**src/rtl/serial_subtractor_pkg.sv**
```systemverilog
// Shared definitions for the bit-serial subtractor.
//   DEFAULT_WIDTH : default operand/result width
//   state_t       : handshake FSM encoding (IDLE=0, RUN=1, DONE=2)
package serial_subtractor_pkg;

  localparam int DEFAULT_WIDTH = 8;

  typedef enum logic [1:0] {
    IDLE = 2'd0,
    RUN  = 2'd1,
    DONE = 2'd2
  } state_t;

endpackage

```
**src/rtl/serial_subtractor_full_subtractor.sv**
```systemverilog
// 1-bit full subtractor cell: computes x - y - bin.
//   x, y : operand bits
//   bin  : borrow in
//   d    : difference bit
//   bout : borrow out
module full_subtractor (
  input  logic x,
  input  logic y,
  input  logic bin,
  output logic d,
  output logic bout
);

  assign d    = x ^ y ^ bin;
  assign bout = (~x & y) | (~(x ^ y) & bin);

endmodule

```
**src/rtl/serial_subtractor.sv**
```systemverilog
// Bit-serial unsigned subtractor: diff = a - b mod 2^WIDTH, LSB first,
// one bit per clock through a single full_subtractor cell.
//   clk, rst   : clock, synchronous active-high reset
//   start      : request, accepted in IDLE or DONE
//   a, b       : minuend / subtrahend, captured on the accepting edge
//   busy       : high while bits are being processed
//   done       : one-cycle pulse when diff/borrow_out are fresh
//   diff       : result, held until the next operation completes
//   borrow_out : 1 iff a < b (unsigned), held with diff
module serial_subtractor
  import serial_subtractor_pkg::*;
#(
  parameter int WIDTH = DEFAULT_WIDTH
) (
  input  logic             clk,
  input  logic             rst,
  input  logic             start,
  input  logic [WIDTH-1:0] a,
  input  logic [WIDTH-1:0] b,
  output logic             busy,
  output logic             done,
  output logic [WIDTH-1:0] diff,
  output logic             borrow_out
);

  localparam int CW = $clog2(WIDTH) + 1;

  state_t           state, state_next;
  logic [CW-1:0]    cnt;
  logic [WIDTH-1:0] a_sr, b_sr, res_sr;
  logic             bin, d, bout;
  logic             last, accept;

  full_subtractor u_cell (
    .x    (a_sr[0]),
    .y    (b_sr[0]),
    .bin  (bin),
    .d    (d),
    .bout (bout)
  );

  assign last   = (cnt == CW'(WIDTH - 1));
  // DONE accepts like IDLE so operations can run back-to-back.
  assign accept = start && (state != RUN);

  always_comb begin
    state_next = state;
    busy       = 1'b0;
    done       = 1'b0;
    case (state)
      IDLE: if (start) state_next = RUN;
      RUN: begin
        busy = 1'b1;
        if (last) state_next = DONE;
      end
      DONE: begin
        done       = 1'b1;
        state_next = start ? RUN : IDLE;
      end
      default: state_next = IDLE;
    endcase
  end

  always_ff @(posedge clk) begin
    if (rst) state <= IDLE;
    else     state <= state_next;
  end

  always_ff @(posedge clk) begin
    if (rst) begin
      cnt        <= '0;
      a_sr       <= '0;
      b_sr       <= '0;
      res_sr     <= '0;
      bin        <= 1'b0;
      diff       <= '0;
      borrow_out <= 1'b0;
    end else if (accept) begin
      a_sr <= a;
      b_sr <= b;
      bin  <= 1'b0;
      cnt  <= '0;
    end else if (state == RUN) begin
      a_sr   <= a_sr >> 1;
      b_sr   <= b_sr >> 1;
      res_sr <= {d, res_sr[WIDTH-1:1]};
      bin    <= bout;
      cnt    <= cnt + CW'(1);
      // Visible outputs change only on the final bit so a held result
      // stays stable for the whole of the next operation.
      if (last) begin
        diff       <= {d, res_sr[WIDTH-1:1]};
        borrow_out <= bout;
      end
    end
  end

endmodule

```
**config.mk**
```make
export PLATFORM = sky130hd
export DESIGN_NAME = serial_subtractor
export DESIGN_NICKNAME = d
export VERILOG_FILES = /design/src/rtl/serial_subtractor_pkg.sv /design/src/rtl/serial_subtractor_full_subtractor.sv /design/src/rtl/serial_subtractor.sv
export SDC_FILE = /design/constraint.sdc
export NUM_CORES = 1
export LEC_CHECK = 0
export BUFFER_PORTS_ARGS = -buffer_cell sky130_fd_sc_hd__buf_2
export CAP_MARGIN = 20
export CORE_UTILIZATION = 58
export DETAILED_ROUTE_END_ITERATION = 6
export GPL_ROUTABILITY_DRIVEN = 0
export PLACE_DENSITY = 0.81
export REMOVE_ABC_BUFFERS = 1
export SLEW_MARGIN = 20
export SYNTH_ARGS = -nofsm -noshare
export SYNTH_HDL_FRONTEND = slang
export SYNTH_HIERARCHICAL = 1
export SYNTH_SLANG_ARGS = --single-unit
export TNS_END_PERCENT = 100
```
**constraint.sdc**
```tcl
create_clock -name clk -period 2.8 [get_ports clk]
set_clock_uncertainty 0.15 [all_clocks]
set_input_delay 0.14 -clock clk [delete_from_list [all_inputs] [get_ports clk]]
set_output_delay 0.14 -clock clk [all_outputs]
set_load 0.03 [all_outputs]
```
==> impl_metrics.ini <==
[outcome]
run_status = complete, no violations

[routing]
vias = 1297
vias_per_cell = 5.32
drt_iter0_drc = 24
routed_wl_microns = 3010
avgRoutedWirePerCell_microns = 12.3
postRouteAntennaNets = 0
drcViolationCount = 0
first_pass_iters = 4

[clocking]
root_buffer = clkbuf_4
tritoncts = done
cts_buffer_depth = 2
post_cts_buffers = 0
htree_levels = 2
clk_latency_ps = 340
clk_pin_slew_ps = 110
cts_inserted_buffers = 5
ctsResizeCount = 0
clkSinkCount = 39

[place]
dpl_cell_area_sq_mm = 0.00180
dpl.hpwl_microns = 1920
port_buffers = 29

[timing]
period_minus_slack_ps = 1980
hold_viol_final = 0
slew_violations = 0
whs_ps = 7.04
tns_ps = 0
rsz0062_at_grt = no
slew_headroom_pct = 52.3
worst-slew-pin-transition_ps = 715
period_share_pct = 70.8
setup_viol = 0
achievable-frequency_mhz = 504

[synth]
async_reset_ff_share_pct = 0
syn-cell-area_sq_mm = 0.00168
synth_cells = 177
synth-edff-count = 0
synth_commonest_cells = dfxtp_1, mux2i_1, nand2b_1
netlist_top_cells_area = dfxtp_1, mux2i_1, nand2b_1
yosys.area.top_type = dfxtp_1
synth_seq_cells = 39
synth.most_common_cell = dfxtp_1
yosys_warnings = 6
synth-seq-area-share_pct = 46.5
ys_dominant_reg_cell = dfxtp_1
netlist.area_leader.share_pct = 46.5
synth.distinct_cells = 24
postSynthAreaPerCell_sq_um = 9.49

[die]
die_area_sq_mm = 0.00312
rows = 19
ios = 30
die_h_microns = 55.8
fp.dieW_microns = 55.8
core-area_sq_mm = 0.00276
initial_core_util_pct = 60.9

[final_layout]
final_area_sq_mm = 0.00198
num_antenna_cells = 0
synthToLayoutAreaGrowth_pct = 17.8
drive_gt1_share_pct = 19.2
n_fill_cell = 218
nets = 234

[pwr]
power_leakage_nw = 0.812
powerDensity_mw_per_mm2 = 512
vdd_drop_max_mv = 0.522
power_w = 0.00101

[grt]
grt_pass1_wl_microns = 5430
grt.total_usage_pct = 22.7
overflow = 0
grt_max_degree = 49
grt_antenna_before_repair = 0
first_global_vias = 1224

[setup_path]
end_kind = output port
crit_type = reg2out
critPathLaunchType = flip-flop
cp.required_ps = 2510
critPathArrivalTime_ps = 1690
cp_max_fo = 16
reg2reg_setup_slack_ps = 990

[flow_run]
max_cap_violations = 0

[worst_hold_path]
hp-class = in2reg
## final cells by class
class / instances / area [sq um] / area share [%]
Tap cell: 31 / 38.8 / 1.96
Multi-Input combinational cell: 121 / 816 / 41.2
Clock buffer: 6 / 51.3 / 2.59
Inverter: 4 / 15.0 / 0.759
Sequential cell: 39 / 781 / 39.4
Timing Repair Buffer: 42 / 273 / 13.8
Clock inverter: 1 / 5.00 / 0.253
## sequential cells by signal (all words and copies together), names as in the netlist
register and count:
res_sr 7, a_sr 8, state 2, diff 8
b_sr 8, borrow_out 1, cnt 4, bin 1
## through the flow
step | setup WS, ps | std cells | util, %
2_1_floorplan | 636 | 164 | -
3_3_place_gp | 1190 | 225 | 65.4
3_5_place_dp | 1040 | 225 | 65.4
4_1_cts | 805 | 243 | 71.4
5_1_grt | 676 | 244 | 71.8
6_report | 817 | 244 | 71.8
## cells by family (layout without fill, tap and decap cells)
| group | Yosys count | count (layout) | synth area share (%) |
|---|---|---|---|
| flip-flops | 39 | 39 | 46.5 |
| AND/OR/NAND/NOR | 65 | 65 | 19.9 |
| multiplexers | 26 | 26 | 15.8 |
| buffers and inverters | 17 | 53 | 4.99 |
| AO/OA/AOI/OAI | 28 | 28 | 10.9 |
| adder cells (fa/ha/maj) | 2 | 2 | 1.94 |
## layout by cell type (no fill, tap or decap)
| cell | n |
|---|---|
| clkbuf_8 | 1 |
| fa_1 | 1 |
| nand3b_1 | 5 |
| clkbuf_4 | 5 |
| a211oi_1 | 14 |
| a31oi_1 | 1 |
| buf_4 | 1 |
| nor2_1 | 15 |
| nand2b_1 | 20 |
| or3_1 | 1 |
| inv_2 | 1 |
| mux2i_1 | 25 |
| inv_1 | 3 |
| nor2b_1 | 2 |
| mux2_4 | 1 |
| buf_2 | 29 |
| dfxtp_1 | 39 |
| nor2_4 | 1 |
| a21oi_1 | 12 |
| a211oi_2 | 1 |
| dlygate4sd3_1 | 12 |
| clkinv_2 | 1 |
| ha_1 | 1 |
| nor3_1 | 3 |
| nand2_1 | 16 |
| nand3_1 | 2 |
## repair_timing
action	4_1_cts	5_1_grt
setup endpoints to repair	0	0
hold buffers	11	1
endpoints found under the hold margin	11	1
## worst max-delay path, cell delays in order (launching register included)
cell	delay [ps]
dfxtp_1	330
nand2b_1	390
inv_2	370
buf_2	260
## layer usage
layer  routed length, microns  part of all wire [%]  vias up  global-route usage, %
met2                     1490                    50       24                   37.3
met3                      115                   3.8        4                   7.67
met1                     1360                    45      594                   28.1
met4                       44                   1.5        0                   7.67
met5                        0                     0        -                      0
li1                         -                     -      675                      -
## where the power goes
group          leakage, nW  switching (W)  internal [W]  total [W]
Combinational        0.460      0.0000684     0.0000607   0.000129
Sequential           0.318      0.0000155      0.000581   0.000596
Clock               0.0341       0.000172      0.000116   0.000289
## final timing paths
path              from   endpoint  depth (start not counted)
max           state[1]       busy                          3
min               b[3]    b_sr[3]                          3
max reg2reg   state[1]    a_sr[6]                          4
min reg2reg  res_sr[1]  res_sr[1]                          2
Power figures use the tool's default switching activity.
